==> src/rtl/alu_ctrl_pkg.sv <==
// Shared encodings for the ALU operation sequencer:
// command values, FSM states and the settle-class helper.
package alu_ctrl_pkg;

  localparam logic [2:0] CMD_ADD  = 3'd0;
  localparam logic [2:0] CMD_SUB  = 3'd1;
  localparam logic [2:0] CMD_XOR  = 3'd2;
  localparam logic [2:0] CMD_SLT  = 3'd3;
  localparam logic [2:0] CMD_AND  = 3'd4;
  localparam logic [2:0] CMD_NAND = 3'd5;
  localparam logic [2:0] CMD_NOR  = 3'd6;
  localparam logic [2:0] CMD_OR   = 3'd7;

  typedef enum logic [1:0] {
    IDLE,
    SETTLE,
    RESP
  } state_t;

  function automatic logic is_arith(
    input logic [2:0] command
  );
    return (command == CMD_ADD) ||
           (command == CMD_SUB) ||
           (command == CMD_SLT);
  endfunction

endpackage

==> src/rtl/alu_op_sequencer_if.sv <==
// Requester, response and ALU-side signals of the sequencer.
// slave is the sequencer's view; master is the environment's.
interface alu_op_sequencer_if;

  logic        req0_valid;
  logic        req0_ready;
  logic [2:0]  req0_command;
  logic [31:0] req0_operandA;
  logic [31:0] req0_operandB;

  logic        req1_valid;
  logic        req1_ready;
  logic [2:0]  req1_command;
  logic [31:0] req1_operandA;
  logic [31:0] req1_operandB;

  logic [2:0]  alu_command;
  logic [31:0] alu_operandA;
  logic [31:0] alu_operandB;
  logic [31:0] alu_result;
  logic        alu_carryout;
  logic        alu_zero;
  logic        alu_overflow;

  logic        rsp_valid;
  logic        rsp_ready;
  logic        rsp_id;
  logic [31:0] rsp_result;
  logic        rsp_carryout;
  logic        rsp_zero;
  logic        rsp_overflow;

  modport slave (
    input  req0_valid, req0_command,
    input  req0_operandA, req0_operandB,
    output req0_ready,
    input  req1_valid, req1_command,
    input  req1_operandA, req1_operandB,
    output req1_ready,
    output alu_command,
    output alu_operandA, alu_operandB,
    input  alu_result, alu_carryout,
    input  alu_zero, alu_overflow,
    output rsp_valid, rsp_id, rsp_result,
    output rsp_carryout, rsp_zero,
    output rsp_overflow,
    input  rsp_ready
  );

  modport master (
    output req0_valid, req0_command,
    output req0_operandA, req0_operandB,
    input  req0_ready,
    output req1_valid, req1_command,
    output req1_operandA, req1_operandB,
    input  req1_ready,
    input  alu_command,
    input  alu_operandA, alu_operandB,
    output alu_result, alu_carryout,
    output alu_zero, alu_overflow,
    input  rsp_valid, rsp_id, rsp_result,
    input  rsp_carryout, rsp_zero,
    input  rsp_overflow,
    output rsp_ready
  );

endinterface

==> src/rtl/rr_arbiter2.sv <==
// Two-way round-robin arbiter; a tie goes to the
// requester that did not win last time.
module rr_arbiter2 (
  input  logic [1:0] valid,
  input  logic       last_grant,
  output logic       grant,
  output logic       grant_valid
);

  always_comb begin
    grant = 1'b0;
    unique case (1'b1)
      (valid == 2'b11): grant = ~last_grant;
      (valid == 2'b10): grant = 1'b1;
      default:          grant = 1'b0;
    endcase
  end

  assign grant_valid = |valid;

endmodule

==> src/rtl/alu_op_sequencer.sv <==
// Shares one slow combinational ALU between two requesters:
// arbitrate, hold operands for a settle count, capture, respond.
module alu_op_sequencer
  import alu_ctrl_pkg::*;
#(
  parameter int unsigned SETTLE_ARITH = 4,
  parameter int unsigned SETTLE_LOGIC = 2
) (
  input logic               clk,
  input logic               rst_n,
  alu_op_sequencer_if.slave bus
);

  localparam logic [3:0] ARITH_M1 =
    4'(SETTLE_ARITH - 1);
  localparam logic [3:0] LOGIC_M1 =
    4'(SETTLE_LOGIC - 1);

  state_t      state;
  logic [3:0]  count;
  logic        last_grant;
  logic        grant;
  logic        grant_valid;
  logic        accept;
  logic [2:0]  cmd;
  logic [31:0] opa;
  logic [31:0] opb;

  rr_arbiter2 u_arb (
    .valid       ({bus.req1_valid, bus.req0_valid}),
    .last_grant  (last_grant),
    .grant       (grant),
    .grant_valid (grant_valid)
  );

  // rst_n gates ready so nothing looks accepted during reset
  assign accept = rst_n & (state == IDLE) & grant_valid;
  assign bus.req0_ready = accept & ~grant;
  assign bus.req1_ready = accept & grant;

  assign cmd = grant ? bus.req1_command
                     : bus.req0_command;
  assign opa = grant ? bus.req1_operandA
                     : bus.req0_operandA;
  assign opb = grant ? bus.req1_operandB
                     : bus.req0_operandB;

  always_ff @(posedge clk or negedge rst_n) begin
    if (!rst_n) begin
      state            <= IDLE;
      count            <= '0;
      last_grant       <= 1'b1;
      bus.alu_command  <= '0;
      bus.alu_operandA <= '0;
      bus.alu_operandB <= '0;
      bus.rsp_valid    <= 1'b0;
      bus.rsp_id       <= 1'b0;
      bus.rsp_result   <= '0;
      bus.rsp_carryout <= 1'b0;
      bus.rsp_zero     <= 1'b0;
      bus.rsp_overflow <= 1'b0;
    end else begin
      unique case (state)
        IDLE: begin
          if (accept) begin
            state            <= SETTLE;
            last_grant       <= grant;
            bus.rsp_id       <= grant;
            bus.alu_command  <= cmd;
            bus.alu_operandA <= opa;
            bus.alu_operandB <= opb;
            count <= is_arith(cmd) ? ARITH_M1
                                   : LOGIC_M1;
          end
        end
        SETTLE: begin
          if (count == '0) begin
            state            <= RESP;
            bus.rsp_valid    <= 1'b1;
            bus.rsp_result   <= bus.alu_result;
            bus.rsp_carryout <= bus.alu_carryout;
            bus.rsp_zero     <= bus.alu_zero;
            bus.rsp_overflow <= bus.alu_overflow;
          end else begin
            count <= count - 4'd1;
          end
        end
        RESP: begin
          if (bus.rsp_ready) begin
            state         <= IDLE;
            bus.rsp_valid <= 1'b0;
          end
        end
        default: state <= IDLE;
      endcase
    end
  end

endmodule

==> src/flat_wrapper.sv <==
// flat-port wrapper written by rule: the top's interface ports become plain ports
module alu_op_sequencer_flat import alu_ctrl_pkg::*;
#(
  parameter int unsigned SETTLE_ARITH = 4,
  parameter int unsigned SETTLE_LOGIC = 2
)
  (clk, rst_n, bus_req0_valid, bus_req0_command, bus_req0_operandA, bus_req0_operandB, bus_req0_ready, bus_req1_valid, bus_req1_command, bus_req1_operandA, bus_req1_operandB, bus_req1_ready, bus_alu_command, bus_alu_operandA, bus_alu_operandB, bus_alu_result, bus_alu_carryout, bus_alu_zero, bus_alu_overflow, bus_rsp_valid, bus_rsp_id, bus_rsp_result, bus_rsp_carryout, bus_rsp_zero, bus_rsp_overflow, bus_rsp_ready);
  alu_op_sequencer_if bus_i ();
  input logic clk;
  input logic rst_n;
  input wire logic [$bits(bus_i.req0_valid)-1:0] bus_req0_valid;
  input wire logic [$bits(bus_i.req0_command)-1:0] bus_req0_command;
  input wire logic [$bits(bus_i.req0_operandA)-1:0] bus_req0_operandA;
  input wire logic [$bits(bus_i.req0_operandB)-1:0] bus_req0_operandB;
  output wire logic [$bits(bus_i.req0_ready)-1:0] bus_req0_ready;
  input wire logic [$bits(bus_i.req1_valid)-1:0] bus_req1_valid;
  input wire logic [$bits(bus_i.req1_command)-1:0] bus_req1_command;
  input wire logic [$bits(bus_i.req1_operandA)-1:0] bus_req1_operandA;
  input wire logic [$bits(bus_i.req1_operandB)-1:0] bus_req1_operandB;
  output wire logic [$bits(bus_i.req1_ready)-1:0] bus_req1_ready;
  output wire logic [$bits(bus_i.alu_command)-1:0] bus_alu_command;
  output wire logic [$bits(bus_i.alu_operandA)-1:0] bus_alu_operandA;
  output wire logic [$bits(bus_i.alu_operandB)-1:0] bus_alu_operandB;
  input wire logic [$bits(bus_i.alu_result)-1:0] bus_alu_result;
  input wire logic [$bits(bus_i.alu_carryout)-1:0] bus_alu_carryout;
  input wire logic [$bits(bus_i.alu_zero)-1:0] bus_alu_zero;
  input wire logic [$bits(bus_i.alu_overflow)-1:0] bus_alu_overflow;
  output wire logic [$bits(bus_i.rsp_valid)-1:0] bus_rsp_valid;
  output wire logic [$bits(bus_i.rsp_id)-1:0] bus_rsp_id;
  output wire logic [$bits(bus_i.rsp_result)-1:0] bus_rsp_result;
  output wire logic [$bits(bus_i.rsp_carryout)-1:0] bus_rsp_carryout;
  output wire logic [$bits(bus_i.rsp_zero)-1:0] bus_rsp_zero;
  output wire logic [$bits(bus_i.rsp_overflow)-1:0] bus_rsp_overflow;
  input wire logic [$bits(bus_i.rsp_ready)-1:0] bus_rsp_ready;
  assign bus_i.req0_valid = bus_req0_valid;
  assign bus_i.req0_command = bus_req0_command;
  assign bus_i.req0_operandA = bus_req0_operandA;
  assign bus_i.req0_operandB = bus_req0_operandB;
  assign bus_req0_ready = bus_i.req0_ready;
  assign bus_i.req1_valid = bus_req1_valid;
  assign bus_i.req1_command = bus_req1_command;
  assign bus_i.req1_operandA = bus_req1_operandA;
  assign bus_i.req1_operandB = bus_req1_operandB;
  assign bus_req1_ready = bus_i.req1_ready;
  assign bus_alu_command = bus_i.alu_command;
  assign bus_alu_operandA = bus_i.alu_operandA;
  assign bus_alu_operandB = bus_i.alu_operandB;
  assign bus_i.alu_result = bus_alu_result;
  assign bus_i.alu_carryout = bus_alu_carryout;
  assign bus_i.alu_zero = bus_alu_zero;
  assign bus_i.alu_overflow = bus_alu_overflow;
  assign bus_rsp_valid = bus_i.rsp_valid;
  assign bus_rsp_id = bus_i.rsp_id;
  assign bus_rsp_result = bus_i.rsp_result;
  assign bus_rsp_carryout = bus_i.rsp_carryout;
  assign bus_rsp_zero = bus_i.rsp_zero;
  assign bus_rsp_overflow = bus_i.rsp_overflow;
  assign bus_i.rsp_ready = bus_rsp_ready;
  alu_op_sequencer #(.SETTLE_ARITH(SETTLE_ARITH), .SETTLE_LOGIC(SETTLE_LOGIC)) u_core (.clk(clk), .rst_n(rst_n), .bus(bus_i));
endmodule
==> config.mk <==
export PLATFORM = sky130hd
export DESIGN_NAME = alu_op_sequencer_flat
export DESIGN_NICKNAME = d
export VERILOG_FILES = /design/src/rtl/alu_ctrl_pkg.sv /design/src/rtl/alu_op_sequencer_if.sv /design/src/rtl/rr_arbiter2.sv /design/src/rtl/alu_op_sequencer.sv /design/src/flat_wrapper.sv
export SDC_FILE = /design/constraint.sdc
export NUM_CORES = 1
export LEC_CHECK = 0
export CORE_ASPECT_RATIO = 2
export CORE_MARGIN = 3
export CORE_UTILIZATION = 42
export CTS_CLUSTER_DIAMETER = 150
export DETAILED_ROUTE_END_ITERATION = 6
export PLACE_DENSITY = 0.87
export SKIP_CTS_REPAIR_TIMING = 1
export SYNTH_ARGS = -nofsm -noshare
export SYNTH_HDL_FRONTEND = slang
export SYNTH_SLANG_ARGS = --single-unit
==> constraint.sdc <==
create_clock -name clk -period 3.8 [get_ports clk]
set_input_delay 0.76 -clock clk [delete_from_list [all_inputs] [get_ports clk]]
set_output_delay 0.76 -clock clk [all_outputs]
set_load 0.005 [all_outputs]
---- Yosys cells after proc, flatten, opt, wreduce, memory -nomap -nowiden ----
Index checks and enable logic that the tools add are counted.
word-level totals
  bits in registers ....................... 111
  latch bits .............................. 0
  bits in writable memories ............... 0
  memory bits (read-only) ................. 0
  input port bits ......................... 174
  output and inout port bits .............. 106
  memories ................................ 0
cells by class
  add/sub/neg operators ................... 1
  multiply operators ...................... 0
  divide/modulo/power cells ............... 0
  magnitude comparators ................... 0
  eq/ne operators ......................... 10
  shift-type cells ........................ 0
  muxes and demuxes ....................... 15
  bitwise logic cells ..................... 6
  reductions and logical operators ........ 13
operator list
  kind                   count
  $mux W32               2
  $reduce_and A3 Y1      3
  $mux W2                4
  $mux W4                2
  $pmux W4 S2            1
  $eq A2 B2 Y1 const B   3
  $pmux W2 S3            1
  $and A1 B1 Y1          4
  $logic_not A4 Y1       1
  $ne A2 B1 Y1 const B   2
  $ne A2 B2 Y1 const B   2
  $pmux W1 S2            2
  $reduce_and A2 Y1      2
  $reduce_bool A2 Y1     2
  $sub A4 B1 Y4 const B  1
  $eq A3 B1 Y1 const B   1
  $eq A3 B2 Y1 const B   1
  $logic_not A3 Y1       1
  $mux W3                1
  $eq A2 B1 Y1 const B   1
  $logic_not A2 Y1       1
  $logic_or A1 B1 Y1     2
  $mux W1                2
  $not A1 Y1             2
  $reduce_or A2 Y1       1

---- Longest topological paths before layout ----
  word-level depth ........................ 9
  depth in mapped cells ................... 7
  gate-level depth less buffers ........... 6

---- Modules after synthesis ----
Synthesis repeated with hierarchy kept, for this count alone.
unflattened totals
  cells, all modules ...................... 413
  area, all modules ....................... 4958.5 um^2
by module, submodules not included
  module            instances  cells an instance  area each (um^2)  seq. area each (um^2)
  alu_op_sequencer  1          411                4944.7            2778.9
  rr_arbiter2       1          2                  13.8              0.0

---- Worst setup path after synthesis ----
Ideal clock, no wire load.
  path kind ............................... input to output
  from .................................... in bus_req0_valid
  to ...................................... out bus_req0_ready
  data arrival time ....................... 1.499 ns
  path slack .............................. 1.541 ns
  stages on the path ...................... 4
  path buffers ............................ 2
  cell sequence ........................... o211ai_1 -> buf_2 -> clkbuf_1 -> nor2_1
between the ends
  word-level cells in the longest chain between the ends .. 4
  elaborated cells on any way between the ends .. 7
  those cells by class .................... eq/ne (2); mux (1); bitwise (3); reduce/logical (1)
ends and longest elaborated chain
  what                                    line                                  text
  start: declaration                      flat_wrapper.sv:11                    input wire logic [$bits(bus_i.req0_valid)-1:0] bus_req0_valid;
  $eq A2 B2 Y1, on equally long branches  rr_arbiter2.sv:14, rr_arbiter2.sv:13
  $pmux W1 S2                             rr_arbiter2.sv:12                     unique case (1'b1)
  $not A1 Y1                              alu_op_sequencer.sv:38                assign bus.req0_ready = accept & ~grant;
  $and A1 B1 Y1 (*)                       alu_op_sequencer.sv:38
  end: declaration                        flat_wrapper.sv:15                    output wire logic [$bits(bus_i.req0_ready)-1:0] bus_req0_ready;
Mark *: on every way between the ends. The rest lies on a longest branch, timed or not.

---- Worst setup path in the final report ----
  from .................................... in bus_req0_valid
  to ...................................... out bus_req1_ready
between the ends
  word-level cells in the longest chain between the ends .. 3
  elaborated cells on any way between the ends .. 6
  those cells by class .................... eq/ne (2); mux (1); bitwise (2); reduce/logical (1)
ends and longest elaborated chain
  what                                          line                                       text
  $eq A2 B2 Y1 (tied with other cells)          rr_arbiter2.sv:14                          (valid == 2'b10): grant = 1'b1;
  $pmux W1 S2 or $and A1 B1 Y1 (tied branches)  rr_arbiter2.sv:12, alu_op_sequencer.sv:37
  $and A1 B1 Y1 (*)                             alu_op_sequencer.sv:39                     assign bus.req1_ready = accept & grant;
  end: declaration                              flat_wrapper.sv:20                         output wire logic [$bits(bus_i.req1_ready)-1:0] bus_req1_ready;
Marked as above.

==> impl_results.html <==
<table>
<tr><th>Metric</th><th>Value</th></tr>
<tr><th colspan="2">Route</th></tr>
<tr><td>Initial DRC Count</td><td>85</td></tr>
<tr><td>First-pass iteration count of the detailed router</td><td>4</td></tr>
<tr><td>DR WL/cell</td><td>17.7 um</td></tr>
<tr><td>Vias per inst</td><td>4.92</td></tr>
<tr><td>Count of unresolved DRC violations after routing</td><td>0</td></tr>
<tr><td>Antenna-violating nets left</td><td>0</td></tr>
<tr><td>Overall routed net length</td><td>14,700 um</td></tr>
<tr><td>Via count</td><td>4,087</td></tr>
<tr><th colspan="2">Die</th></tr>
<tr><td>Vertical die dimension</td><td>160 um</td></tr>
<tr><td>Number of top-level pins</td><td>280</td></tr>
<tr><td>Starting utilization of the core area</td><td>0.434</td></tr>
<tr><td>Die span in x</td><td>82.8 um</td></tr>
<tr><td>Placeable Area</td><td>0.0114 mm^2</td></tr>
<tr><td>Number of placement rows</td><td>55</td></tr>
<tr><td>Die ar.</td><td>0.0132 mm^2</td></tr>
<tr><th colspan="2">Synthesis</th></tr>
<tr><td>Average size of a mapped cell</td><td>11.9 um^2</td></tr>
<tr><td>Syn Std Cell Area</td><td>0.00496 mm^2</td></tr>
<tr><td>Net count of the mapped netlist</td><td>592</td></tr>
<tr><td>Post-Synthesis Cells</td><td>416</td></tr>
<tr><td>Fraction of the yosys area taken by sequential cells</td><td>0.560</td></tr>
<tr><td>Yosys warnings</td><td>0</td></tr>
<tr><td>Number of storage elements in the synthesis netlist</td><td>111</td></tr>
<tr><td>Yosys cell types</td><td>30</td></tr>
<tr><th colspan="2">Timing</th></tr>
<tr><td>Hold Vio Cnt, Final</td><td>0</td></tr>
<tr><td>RSZ-0062 raised after global routing</td><td>no</td></tr>
<tr><td>Hold slack</td><td>0.321 ns</td></tr>
<tr><td>Worst setup skew after layout</td><td>0.00964 ns</td></tr>
<tr><td>Period utilization</td><td>0.821</td></tr>
<tr><td>Min cycle time layout</td><td>3.12 ns</td></tr>
<tr><td>Pins over their slew limit</td><td>0</td></tr>
<tr><td>Setup violations, final</td><td>0</td></tr>
<tr><td>Final Worst Setup Slack</td><td>0.679 ns</td></tr>
<tr><td>Final setup TNS</td><td>0 ns</td></tr>
<tr><td>Top achievable clock speed</td><td>320 MHz</td></tr>
<tr><td>Max transition margin</td><td>0.271</td></tr>
<tr><td>Measured slew at the worst slew-check pin</td><td>1.09 ns</td></tr>
<tr><th colspan="2">Critical path</th></tr>
<tr><td>Start of the worst register-to-register path</td><td>u_core.state[1]</td></tr>
<tr><td>Required time at the worst-slack endpoint</td><td>3.04 ns</td></tr>
<tr><td>Type of element launching the critical path</td><td>input pin</td></tr>
<tr><td>Largest fanout on the critical path</td><td>6</td></tr>
<tr><td>WP data arrival</td><td>2.36 ns</td></tr>
<tr><td>Reg-to-Reg End</td><td>u_core.bus.rsp_result[4]</td></tr>
<tr><td>Depth of the worst register-to-register path</td><td>3</td></tr>
<tr><td>Nature of the critical path endpoint</td><td>output port</td></tr>
<tr><td>Type of the setup path with the least slack</td><td>in -&gt; out</td></tr>
<tr><td>Flop2flop setup slack</td><td>1.62 ns</td></tr>
<tr><th colspan="2">Clock network</th></tr>
<tr><td>Count of H-tree levels built during CTS</td><td>3</td></tr>
<tr><td>CTS Buffer Depth</td><td>2</td></tr>
<tr><td>Number of sinks handled by clock tree synthesis</td><td>111</td></tr>
<tr><td>Clock slew at reported path FFs</td><td>0.08 ns</td></tr>
<tr><td>Clock insertion delay at the later pin of the skew report</td><td>0.34 ns</td></tr>
<tr><td>Clk Tree Root Cell</td><td>sky130_fd_sc_hd__clkbuf_16</td></tr>
<tr><td>CTS tree</td><td>built</td></tr>
<tr><td>TritonCTS Buffers</td><td>9</td></tr>
<tr><th colspan="2">Power and ir drop</th></tr>
<tr><td>Power density relative to cell area</td><td>695 mW/mm^2</td></tr>
<tr><td>Leakage</td><td>3.66 nW</td></tr>
<tr><td>Worst vdd ir</td><td>0.373 mV</td></tr>
<tr><th colspan="2">Global route</th></tr>
<tr><td>Total routing usage reported by global routing</td><td>0.224</td></tr>
<tr><td>Initial antenna violation count</td><td>0</td></tr>
<tr><td>Maximum number of pins on one net before global-route repair</td><td>81</td></tr>
<tr><td>Global route overflow</td><td>0</td></tr>
<tr><td>Number of global-route vias before repair</td><td>4,472</td></tr>
<tr><td>First-pass GRT wire length</td><td>23,400 um</td></tr>
<tr><th colspan="2">Final layout</th></tr>
<tr><td>Share of layout cells above drive strength 1</td><td>0.0871</td></tr>
<tr><td>Layout-stage area growth over the synthesis result</td><td>63.6%</td></tr>
<tr><td>Number of diodes added for antenna fixing</td><td>0</td></tr>
<tr><td>Summed area of non-filler cells in the final layout</td><td>0.00812 mm^2</td></tr>
<tr><td>Final nets</td><td>860</td></tr>
<tr><td>Core occupancy in the finished layout</td><td>0.710</td></tr>
<tr><th colspan="2">Outcome</th></tr>
<tr><td>Run status</td><td>completed</td></tr>
<tr><th colspan="2">Hold path</th></tr>
<tr><td>Type of the tightest min-delay check</td><td>in -&gt; async</td></tr>
<tr><th colspan="2">Placement</th></tr>
<tr><td>DPL Wire Length</td><td>11,600 um</td></tr>
<tr><td>Placer's final routability congestion estimate</td><td>0.792</td></tr>
<tr><td>Port Buf Inserts</td><td>279</td></tr>
<tr><td>Placed Area</td><td>0.00781 mm^2</td></tr>
<tr><td>Post-placement setup slack</td><td>0.697 ns</td></tr>
<tr><th colspan="2">Run</th></tr>
<tr><td>Max-Cap Viols</td><td>0</td></tr>
</table>
cell usage after synthesis:
| cell type | instances | share of area |
|---|---|---|
| sky130_fd_sc_hd__dfrtp_1 | 110 | 0.55 |
| sky130_fd_sc_hd__nand2_1 | 69 | 0.052 |
| sky130_fd_sc_hd__mux2i_1 | 68 | 0.14 |
| sky130_fd_sc_hd__o21ai_0 | 49 | 0.049 |
| sky130_fd_sc_hd__mux2_4 | 28 | 0.085 |
| sky130_fd_sc_hd__o21ai_1 | 21 | 0.021 |
| sky130_fd_sc_hd__clkbuf_1 | 10 | 0.0076 |
| sky130_fd_sc_hd__buf_4 | 9 | 0.014 |
| sky130_fd_sc_hd__mux2_2 | 7 | 0.016 |
| sky130_fd_sc_hd__nor2_1 | 7 | 0.0053 |
| sky130_fd_sc_hd__inv_1 | 6 | 0.0045 |
| sky130_fd_sc_hd__buf_2 | 5 | 0.0050 |
| sky130_fd_sc_hd__a21oi_1 | 3 | 0.0030 |
| sky130_fd_sc_hd__buf_6 | 3 | 0.0068 |
| sky130_fd_sc_hd__a21boi_1 | 2 | 0.0030 |
| sky130_fd_sc_hd__a21o_1 | 2 | 0.0030 |
| sky130_fd_sc_hd__ha_1 | 2 | 0.0050 |
| sky130_fd_sc_hd__nor2b_1 | 2 | 0.0025 |
| sky130_fd_sc_hd__nor3_1 | 2 | 0.0020 |
| sky130_fd_sc_hd__a211oi_1 | 1 | 0.0015 |
| sky130_fd_sc_hd__a31oi_1 | 1 | 0.0013 |
| sky130_fd_sc_hd__and2_1 | 1 | 0.0013 |
| sky130_fd_sc_hd__and2b_1 | 1 | 0.0015 |
| sky130_fd_sc_hd__and4_1 | 1 | 0.0018 |
| sky130_fd_sc_hd__dfstp_2 | 1 | 0.0053 |
| sky130_fd_sc_hd__nand2b_1 | 1 | 0.0013 |
| sky130_fd_sc_hd__nand3_4 | 1 | 0.0035 |
| sky130_fd_sc_hd__o211a_1 | 1 | 0.0020 |
| sky130_fd_sc_hd__o211ai_1 | 1 | 0.0015 |
| sky130_fd_sc_hd__o2bb2ai_1 | 1 | 0.0018 |
state kept, by name (all words and copies together) (netlist names), 2 cells and up:
name / cells
u_core.bus.alu_operandA: 32
u_core.bus.alu_operandB: 32
u_core.bus.rsp_result: 32
u_core.count: 4
u_core.bus.alu_command: 3
u_core.state: 2
kinds of logic after synthesis:
group / after synthesis / share of synthesized area
flip-flops: 111 / 0.560
multiplexers: 103 / 0.238
AND/OR/NAND/NOR: 85 / 0.0714
AO/OA/AOI/OAI: 82 / 0.0878
buffers and inverters: 33 / 0.0376
adder cells (fa/ha/maj): 2 / 0.00504
power by group:
group          switching [mW]  internal (mW)
logic                   0.966           1.64
clock network           0.436          0.521
registers               0.325           1.76
total                    1.73           3.92
worst max-delay path: stages:
cell and delay (ns):
sky130_fd_sc_hd__clkdlybuf4s50_1 0.55, sky130_fd_sc_hd__o211a_1 0.30, sky130_fd_sc_hd__and2_1 0.21, sky130_fd_sc_hd__clkdlybuf4s50_1 0.53
layer usage:
layer | wire length, um | GRT usage
met1 | 4990 | 0.229
met3 | 1090 | 0.0676
met5 | 0 | 0
met2 | 8290 | 0.427
met4 | 312 | 0.0662
final cells by class:
cell class	instances	area, um^2
clock buffers	9	225
multi-input cells	272	2010
inverters	6	22.5
fillers	850	3310
well taps	142	178
repair buffers	284	2830
clock inverters	7	77.6
flip-flops and latches	111	2780
worst max path at each step:
stage,start,to
floorplan,bus_req0_valid,bus_req0_ready
global placement,bus_req0_valid,bus_req1_ready
detailed placement,bus_req1_valid,u_core.bus.alu_operandA[21]
CTS,bus_req0_valid,bus_req1_ready
global route,bus_req0_valid,bus_req1_ready
finish,bus_req0_valid,bus_req1_ready
stage by stage:
step	total power, mW	std cells
2_1_floorplan	3.17	416
3_5_place_dp	4.72	815
6_report	5.64	831
5_1_grt	6.00	831
4_1_cts	5.72	831
3_3_place_gp	4.60	815
layout by cell type, fill, tap and decap left out, drive strengths merged, types with 2 or more instances in the layout:
cell type / netlist / layout
clkdlybuf4s50: 0 / 278
a21o: 2 / 2
mux2: 35 / 35
o21ai: 70 / 70
clkinv: 0 / 2
nand2: 69 / 69
nor2b: 2 / 2
clkbuf: 10 / 9
ha: 2 / 2
mux2i: 68 / 68
buf: 17 / 6
a21oi: 3 / 3
nor2: 7 / 7
inv: 6 / 10
a21boi: 2 / 2
nor3: 2 / 2
dfrtp: 110 / 110
No activity file was read; power rests on OpenSTA's default activity.
